## config.mk

```make
export PLATFORM = sky130hd
export DESIGN_NAME = iac_rot
export DESIGN_NICKNAME = d
export VERILOG_FILES = /design/src/rtl/iac_rot.sv
export SDC_FILE = /design/constraint.sdc
export NUM_CORES = 1
export LEC_CHECK = 0
export CORE_MARGIN = 10
export CORE_UTILIZATION = 40
export DETAILED_ROUTE_END_ITERATION = 10
export GPL_TIMING_DRIVEN = 1
export SLEW_MARGIN = 20
export SYNTH_ARGS = -nofsm -noshare
export SYNTH_HDL_FRONTEND = slang
export SYNTH_SLANG_ARGS = --single-unit
export TNS_END_PERCENT = 20
```

## constraint.sdc

```tcl
create_clock -name CLK -period 1.9 [get_ports CLK]
set_input_delay 0.19 -clock CLK [delete_from_list [all_inputs] [get_ports CLK]]
set_output_delay 0.19 -clock CLK [all_outputs]
set_load 0.03 [all_outputs]
```

## src/rtl/iac_rot.sv

```systemverilog
// iac_rot: group-1 operate back end of the PDP-8 datapath.
//
// Takes the AC value and link that come out of the clear/OR/invert stage. It then
// applies IAC, followed by RAL/RAR/RTL/RTR/BSW in group-1 order, one micro-step
// per clock. The final AC and LINK go back to write-back through a start/done
// handshake.
//
// Ports:
//   CLK    - system clock, rising edge
//   RESET_ - asynchronous active-low reset; aborts any operation in flight
//   IN     - AC value from the clear/OR/invert stage
//   LIN    - link value after CLL/CML
//   IAC    - increment {LINK,AC}
//   RAL    - rotate left
//   RAR    - rotate right
//   TWICE  - with RAL/RAR: rotate twice; alone: byte swap (BSW)
//   START  - one-cycle request, sampled only while idle
//   BUSY   - operation in progress
//   DONE   - one-cycle completion strobe
//   AC     - result accumulator
//   LINK   - result link
module iac_rot #(
   parameter int unsigned WIDTH = 12
) (
   input  logic             CLK,
   input  logic             RESET_,
   input  logic [WIDTH-1:0] IN,
   input  logic             LIN,
   input  logic             IAC,
   input  logic             RAL,
   input  logic             RAR,
   input  logic             TWICE,
   input  logic             START,
   output logic             BUSY,
   output logic             DONE,
   output logic [WIDTH-1:0] AC,
   output logic             LINK
);

   localparam int unsigned Half = WIDTH / 2;

   typedef enum logic [2:0] {
      StIdle,
      StInc,
      StRot1,
      StRot2,
      StBsw,
      StFin
   } state_e;

   state_e           state_q;
   logic [WIDTH-1:0] ac_q;
   logic             link_q;
   logic             busy_q;
   logic             done_q;
   logic             iac_q;
   logic             ral_q;
   logic             rar_q;
   logic             twice_q;

   // Step that follows the (optional) increment. A rotation needs exactly one
   // direction: RAL and RAR together cancel the rotate, and TWICE then does not
   // turn into BSW.
   function automatic state_e after_inc(input logic ral, input logic rar, input logic twice);
      if (ral ^ rar) begin
         return StRot1;
      end else if (twice && !ral && !rar) begin
         return StBsw;
      end else begin
         return StFin;
      end
   endfunction

   function automatic state_e first_step(input logic iac, input logic ral, input logic rar,
                                         input logic twice);
      if (iac) begin
         return StInc;
      end else begin
         return after_inc(ral, rar, twice);
      end
   endfunction

   state_e           first_st;
   state_e           post_inc_st;
   logic [WIDTH:0]   inc_val;
   logic [WIDTH:0]   rot_val;
   logic [WIDTH-1:0] bsw_val;

   always_comb begin
      first_st    = first_step(IAC, RAL, RAR, TWICE);
      post_inc_st = after_inc(ral_q, rar_q, twice_q);
      // A carry out of AC flips LINK. 1_7777 wraps to 0_0000.
      inc_val     = {link_q, ac_q} + {{WIDTH{1'b0}}, 1'b1};
      // Rotation on the WIDTH+1 bit ring {LINK,AC}. The rot states are entered only
      // when exactly one direction is latched.
      rot_val     = ral_q ? {ac_q, link_q} : {ac_q[0], link_q, ac_q[WIDTH-1:1]};
      bsw_val     = {ac_q[Half-1:0], ac_q[WIDTH-1:Half]};
   end

   always_ff @(posedge CLK or negedge RESET_) begin
      if (!RESET_) begin
         state_q <= StIdle;
         ac_q    <= '0;
         link_q  <= 1'b0;
         busy_q  <= 1'b0;
         done_q  <= 1'b0;
         iac_q   <= 1'b0;
         ral_q   <= 1'b0;
         rar_q   <= 1'b0;
         twice_q <= 1'b0;
      end else begin
         unique case (state_q)
            StIdle: begin
               if (START) begin
                  ac_q    <= IN;
                  link_q  <= LIN;
                  iac_q   <= IAC;
                  ral_q   <= RAL;
                  rar_q   <= RAR;
                  twice_q <= TWICE;
                  busy_q  <= 1'b1;
                  state_q <= first_st;
                  done_q  <= (first_st == StFin);
               end
            end
            StInc: begin
               {link_q, ac_q} <= inc_val;
               state_q        <= post_inc_st;
               done_q         <= (post_inc_st == StFin);
            end
            StRot1: begin
               {link_q, ac_q} <= rot_val;
               if (twice_q) begin
                  state_q <= StRot2;
               end else begin
                  state_q <= StFin;
                  done_q  <= 1'b1;
               end
            end
            StRot2: begin
               {link_q, ac_q} <= rot_val;
               state_q        <= StFin;
               done_q         <= 1'b1;
            end
            StBsw: begin
               ac_q    <= bsw_val;
               state_q <= StFin;
               done_q  <= 1'b1;
            end
            StFin: begin
               // START seen here is dropped; a new request must arrive while idle.
               done_q  <= 1'b0;
               busy_q  <= 1'b0;
               state_q <= StIdle;
            end
            default: begin
               state_q <= StIdle;
               busy_q  <= 1'b0;
               done_q  <= 1'b0;
            end
         endcase
      end
   end

   assign BUSY = busy_q;
   assign DONE = done_q;
   assign AC   = ac_q;
   assign LINK = link_q;

endmodule

```

==> results of run 1 <==
==> registers in the layout (all words and copies together) (netlist names) <==
name and count:
ral_q 1, BUSY 1, rar_q 1, LINK 1, twice_q 1, DONE 1, AC 12, state_q 3
==> placed cells by master (no fill, tap or decap), types with 3 or more instances in the layout <==
master,count
sky130_fd_sc_hd__clkbuf_8,3
sky130_fd_sc_hd__nand2b_1,3
sky130_fd_sc_hd__clkdlybuf4s50_1,34
sky130_fd_sc_hd__a32oi_1,3
sky130_fd_sc_hd__a21oi_1,11
sky130_fd_sc_hd__nand3_1,5
sky130_fd_sc_hd__xnor2_1,5
sky130_fd_sc_hd__nor2_1,7
sky130_fd_sc_hd__inv_1,7
sky130_fd_sc_hd__o2bb2ai_1,3
sky130_fd_sc_hd__and3_1,4
sky130_fd_sc_hd__o21ai_0,13
sky130_fd_sc_hd__a31oi_1,3
sky130_fd_sc_hd__o21ai_1,9
sky130_fd_sc_hd__a211oi_1,4
sky130_fd_sc_hd__dfrtp_1,21
sky130_fd_sc_hd__nor2b_1,5
sky130_fd_sc_hd__buf_4,28
sky130_fd_sc_hd__mux2_1,3
sky130_fd_sc_hd__o21a_1,3
sky130_fd_sc_hd__nand2_1,18
sky130_fd_sc_hd__o22ai_1,5
sky130_fd_sc_hd__mux2i_1,16
sky130_fd_sc_hd__nor4_1,4
sky130_fd_sc_hd__o41ai_1,3
sky130_fd_sc_hd__nor3_1,7
==> cells in the mapped netlist (3+ instances only) <==
library cell and number:
sky130_fd_sc_hd__clkbuf_1 5, sky130_fd_sc_hd__a31oi_1 3, sky130_fd_sc_hd__o21ai_0 13, sky130_fd_sc_hd__nor3_1 7, sky130_fd_sc_hd__o2bb2ai_1 3, sky130_fd_sc_hd__xnor2_1 5
sky130_fd_sc_hd__a21oi_1 11, sky130_fd_sc_hd__o21a_1 3, sky130_fd_sc_hd__nand3_1 5, sky130_fd_sc_hd__a32oi_1 3, sky130_fd_sc_hd__nor2b_1 5, sky130_fd_sc_hd__nor4_1 4
sky130_fd_sc_hd__buf_2 13, sky130_fd_sc_hd__o41ai_1 3, sky130_fd_sc_hd__dfrtp_1 21, sky130_fd_sc_hd__buf_4 5, sky130_fd_sc_hd__o22ai_1 5, sky130_fd_sc_hd__mux2_1 3
sky130_fd_sc_hd__a211oi_1 4, sky130_fd_sc_hd__and3_1 4, sky130_fd_sc_hd__nor2_1 7, sky130_fd_sc_hd__mux2i_1 16, sky130_fd_sc_hd__o21ai_1 9, sky130_fd_sc_hd__inv_1 7
sky130_fd_sc_hd__nand2b_1 3, sky130_fd_sc_hd__nand2_1 18
==> cells by family after synthesis <==
group,after synthesis
muxes,21
DFF,21
adders and majority gates,1
AOI/OAI and AO/OA,81
xor gates and xnor gates,6
buffers and inverters,34
and+or+nand+nor,67
==> layout make-up <==
cell class / instances / area share, %
Clock buffer: 3 / 1.68
Clock inverter: 1 / 0.203
Inverter: 8 / 1.22
Multi-Input combinational cell: 176 / 49.6
Sequential cell: 21 / 21.3
Tap cell: 54 / 2.74
Timing Repair Buffer: 63 / 23.2
==> where the power goes <==
part	internal (uW)	leakage (uW)	switching [uW]
clock network	147	0.0000255	166
registers	677	0.000251	335
logic	1530	0.000732	1800
total	2350	0.00101	2300
==> per-layer routing <==
metal  GRT usage (%)  vias up  part of all wire (%)
li1                -      952                     -
met1            20.2      902                    43
met2            25.9       80                    48
met3            3.10        4                   8.1
met4            3.90        0                  0.65
met5               0        -                     0
==> metrics by stage <==
stage / utilization, % / cells / total power, uW
2_1_floorplan: - / 231 / 3240
3_3_place_gp: 51.5 / 322 / 4340
3_5_place_dp: 51.5 / 322 / 4330
4_1_cts: 52.5 / 326 / 4670
5_1_grt: 52.5 / 326 / 5050
6_report: 52.5 / 326 / 4660
==> worst reg2reg max path, cell delays in order, from the launching register on <==
cell and delay, ns:
sky130_fd_sc_hd__dfrtp_1 0.64, sky130_fd_sc_hd__nor2_1 0.25, sky130_fd_sc_hd__buf_4 0.21, sky130_fd_sc_hd__a32oi_1 0.15
sky130_fd_sc_hd__o21ai_1 0.10, sky130_fd_sc_hd__a211oi_2 0.24
==> final timing paths <==
path	from	endpoint	slack, ns	depth (start not counted)
hold / removal	RESET_	AC[4]	0.27	2
setup / recovery	AC[3]	AC[3]	0.12	1
min in group CLK	BUSY	BUSY	0.51	2
hold reg to reg	BUSY	BUSY	0.51	2
max in group asynchronous	RESET_	AC[3]	1.41	2
setup reg to reg	state_q[1]	AC[4]	0.22	5
==> impl_metrics.ini, run 1 <==
[finish]
register_area_um2 = 526
fin_area_um2 = 2460
area_of_the_multi_input_gates_um2 = 1220
final_layout_size_suffix_gt1_share_pct = 17.3
fill_cells = 460
diodes = 0
areaGrowthSynthToFinish_pct = 27.8
finalNetCount = 294

[logic_synthesis]
synth-async-reset-ratio_pct = 100
syn_area_per_cell_um2 = 8.34
yosys-mux-area-fraction_pct = 11.2
combinational_family_with_the_most_area_after_synthesis = compound AO/OA/AOI/OAI gates
post-synth-top-area-cell = sky130_fd_sc_hd__dfrtp_1
synth_fp_nets = 252
synthSimpleGateAreaFrac_pct = 19.3
ys.warnings.count = 0
netlist-cell-type-count = 62
yosys_most_used_dff = sky130_fd_sc_hd__dfrtp_1
compound_gate_fraction_of_synth_area_pct = 29.5
synth_xor_area_share_pct = 2.73
synth_seq_area_share_pct = 27.3
yosys_register_bits = 21
netlist_area_um2 = 1930
netlist_top_cells_area = sky130_fd_sc_hd__dfrtp_1 27%, sky130_fd_sc_hd__mux2i_1 8.3%, sky130_fd_sc_hd__nand2_1 3.5%
synth_edf_count = 0
synth_cells = 231
yosys.area_share.adder_pct = 0.649
synth_top_area_share_pct = 27.3

[timing]
timing.final.hold_violations = 0
setup_tns_final_ns = 0
rsz0062_at_grt = no
final_max_tran_viols = 0
setup_viol = 0
period_minus_slack_ns = 1.78
slew_headroom_pct = 68.1
timing.clock.skew_ns = 0.00149
worst-slew-pin-transition_ns = 0.476
finalCritPeriodShare_pct = 93.7
layout_setup_ws_ns = 0.119
max_freq_ghz = 0.561
fin_hold_ws_ns = 0.271

[detailed_routing]
route.detailed.drc = 0
detail_route.wl_per_cell_um = 18.4
route.vias.total = 1938
vias_per_cell = 5.94
routed_wl_mm = 6.00
first_iter_violations = 287
detail-route-antenna-nets = 0
detail_route.first_pass.iterations = 4

[floorplan]
coreArea_um2 = 4690
io_pins = 35
full_die_area_um2 = 7990
die_y_um = 89.4
die_w_um = 89.4
rows = 25
effective_utilization_at_floorplan_pct = 41.1

[placed_design]
port_buffer_count = 34
gp_routability_congestion = 0.918
place_hpwl_mm = 4.60
placement.setup.worst_slack_ns = 0.243
placed_cell_area_um2 = 2420

[worst_setup_path]
timing.critical_path.to_type = output pin
critical_path_arrival_ns = 1.59
crit_type = flop to output pin
worst-path-max-fanout = 11
worst-path-buf-inv = 1
cp.required_ns = 1.71
cp_slowest_stage_delay_ns = 0.75
timing.critical_path.max_delay_family = buffers and inverters
start_kind = flop
critical_path.cell_chain = clkdlybuf4s50_1
slowest_cell_on_crit_path = sky130_fd_sc_hd__clkdlybuf4s50_1

[clocking]
clkTransAtPathRegs_ns = 0.09
ctsHoldBuffers = 0
clkLatencyLatePin_ns = 0.27
tritoncts_num_sinks = 21
cts_setup_buffers = 0
cts_htree_levels = 1
root_buffer = sky130_fd_sc_hd__clkbuf_8
cts_buffers = 3
post_cts_resized = 0
cts_tree = done
cts_buffer_depth = 2

[hold_path]
min_path_type = input pin to asynchronous set/reset pin

[global_routing]
pin_count_of_the_biggest_net_entering_global_routing = 22
grt_antenna_before_repair = 0
global_route.overflow_total = 0
grt_pass1_vias = 1926
grt_first_pass_wirelength_mm = 9.91
grtUsageTotal_pct = 15.6

[outcome]
outcome = complete, no violations

[power_and_ir_drop]
vdd_drop_max_mv = 0.964
p_leak_uw = 0.00101
cellPowerDensity_nw_per_um2 = 1890

[job]
timing.max_cap.violations = 0
(Power assumes the default switching activity.)
==> run 2, diff against run 1 <==
--- a/config.mk
+++ b/config.mk
@@ -7,9 +7,11 @@
 export LEC_CHECK = 0
 export CORE_MARGIN = 10
 export CORE_UTILIZATION = 40
+export CTS_CLUSTER_DIAMETER = 40
 export DETAILED_ROUTE_END_ITERATION = 10
+export GPL_ROUTABILITY_DRIVEN = 0
 export GPL_TIMING_DRIVEN = 1
-export SLEW_MARGIN = 20
+export SLEW_MARGIN = 15
 export SYNTH_ARGS = -nofsm -noshare
 export SYNTH_HDL_FRONTEND = slang
 export SYNTH_SLANG_ARGS = --single-unit
==> impl_metrics.ini, run 2 (synthesis results as in run 1) <==
[outcome]
outcome = complete, no violations

[clocking]
cts_tree = done
ctsHoldBuffers = 0
cts_buffers = 3
tritoncts_num_sinks = 21
post_cts_resized = 0
clkTransAtPathRegs_ns = 0.09
root_buffer = sky130_fd_sc_hd__clkbuf_8
cts_setup_buffers = 0
clkLatencyLatePin_ns = 0.27
cts_htree_levels = 1
cts_buffer_depth = 2

[detailed_routing]
routed_wl_mm = 6.13
route.detailed.drc = 0
detail_route.wl_per_cell_um = 18.9
vias_per_cell = 5.99
detail_route.first_pass.iterations = 4
route.vias.total = 1946
first_iter_violations = 200
detail-route-antenna-nets = 0

[worst_setup_path]
timing.critical_path.to_type = output pin
critical_path.cell_chain = clkdlybuf4s50_1
cp.required_ns = 1.71
worst-path-max-fanout = 11
critical_path_arrival_ns = 1.59
timing.critical_path.max_delay_family = buffers and inverters
crit_type = flop to output pin
cp_slowest_stage_delay_ns = 0.75
slowest_cell_on_crit_path = sky130_fd_sc_hd__clkdlybuf4s50_1
start_kind = flop
worst-path-buf-inv = 1

[timing]
timing.final.hold_violations = 0
setup_viol = 0
setup_tns_final_ns = 0
timing.clock.skew_ns = 0.00552
max_freq_ghz = 0.563
period_minus_slack_ns = 1.78
slew_headroom_pct = 61.8
rsz0062_at_grt = no
worst-slew-pin-transition_ns = 0.574
finalCritPeriodShare_pct = 93.6
final_max_tran_viols = 0

[floorplan]
effective_utilization_at_floorplan_pct = 41.1
io_pins = 35
die_y_um = 89.4
full_die_area_um2 = 7990
coreArea_um2 = 4690
die_w_um = 89.4
rows = 25

[global_routing]
global_route.overflow_total = 0
grtUsageTotal_pct = 15.7
pin_count_of_the_biggest_net_entering_global_routing = 22
grt_pass1_vias = 1942
grt_first_pass_wirelength_mm = 9.85
grt_antenna_before_repair = 0

[placed_design]
port_buffer_count = 34
placed_cell_area_um2 = 2410
place_hpwl_mm = 4.58

[finish]
area_of_the_multi_input_gates_um2 = 1220
mostFrequentLayoutCell = sky130_fd_sc_hd__clkdlybuf4s50_1
diodes = 0
register_area_um2 = 526
largest_reg_flops = 12
final_layout_size_suffix_gt1_share_pct = 16.6
fin_area_um2 = 2450
areaGrowthSynthToFinish_pct = 27.3
fill_cells = 449
mostFrequentLayoutCells = 34 x sky130_fd_sc_hd__clkdlybuf4s50_1, 27 x sky130_fd_sc_hd__buf_4, 21 x sky130_fd_sc_hd__dfrtp_1
finalNetCount = 293

[hold_path]
min_path_type = input pin to asynchronous set/reset pin

[power_and_ir_drop]
p_leak_uw = 0.00100
cellPowerDensity_nw_per_um2 = 1900
vdd_drop_max_mv = 1.04
power.total_uw = 4670

[job]
timing.max_cap.violations = 0
==> run 2: changes by cell type in the layout (fill, tap and decap cells not counted), sizes merged <==
cell	delta
clkinv	-1
buf	-1
clkbuf	+1
==> run 2: final cells by class <==
class	instances	share of cell area (%)
clock buffers	4	1.84
repair buffers	62	22.9
flip-flops and latches	21	21.4
inverters	8	1.22
multi-input cells	176	49.8
well taps	54	2.75
==> run 2: final timing paths <==
| path | startpoint | end | slack, ns | depth (start not counted) |
|---|---|---|---|---|
| worst max-delay path | AC[3] | AC[3] | 0.12 | 1 |
| worst min-delay path | RESET_ | AC[7] | 0.27 | 2 |
| max in group asynchronous | RESET_ | rar_q | 1.39 | 2 |
| worst min register to register | BUSY | BUSY | 0.52 | 2 |
| min in group CLK | BUSY | BUSY | 0.52 | 2 |
| worst max register to register | state_q[2] | AC[6] | 0.19 | 5 |
==> run 2: power breakdown <==
group / leakage [uW] / switching (uW) / internal (uW)
registers: 0.000251 / 354 / 676
logic: 0.000728 / 1810 / 1510
clock network: 0.0000228 / 166 / 150
==> run 2: stage by stage <==
stage / util [%] / instances / hold WS (ns) / worst slack, ns
2_1_floorplan: - / 231 / -0.106 / 0.272
3_3_place_gp: 51.3 / 321 / 0.495 / 0.196
3_5_place_dp: 51.3 / 321 / 0.506 / 0.213
4_1_cts: 52.3 / 325 / 0.278 / 0.130
5_1_grt: 52.3 / 325 / 0.303 / 0.0440
6_report: 52.3 / 325 / 0.270 / 0.123
==> run 2: worst reg2reg max path: cells and delay by family, from the launching register on <==
kind	cells	cell delay, ns
flops	1	0.71
buf+inv	1	0.26
compound gates	4	0.63
==> run 2: per-layer routing <==
layer	track usage [%]	vias up	part of all wire (%)
met1	20.6	924	47
met5	0	-	0
li1	-	947	-
met2	25.1	69	46
met3	3.10	6	6.0
met4	5.06	0	0.98
==> run 3, diff against run 2 <==
--- a/config.mk
+++ b/config.mk
@@ -5,6 +5,7 @@
 export SDC_FILE = /design/constraint.sdc
 export NUM_CORES = 1
 export LEC_CHECK = 0
+export CAP_MARGIN = 25
 export CORE_MARGIN = 10
 export CORE_UTILIZATION = 40
 export CTS_CLUSTER_DIAMETER = 40
==> results of run 3 <==
Final layout, timing and power as in run 2 (identical DEF).
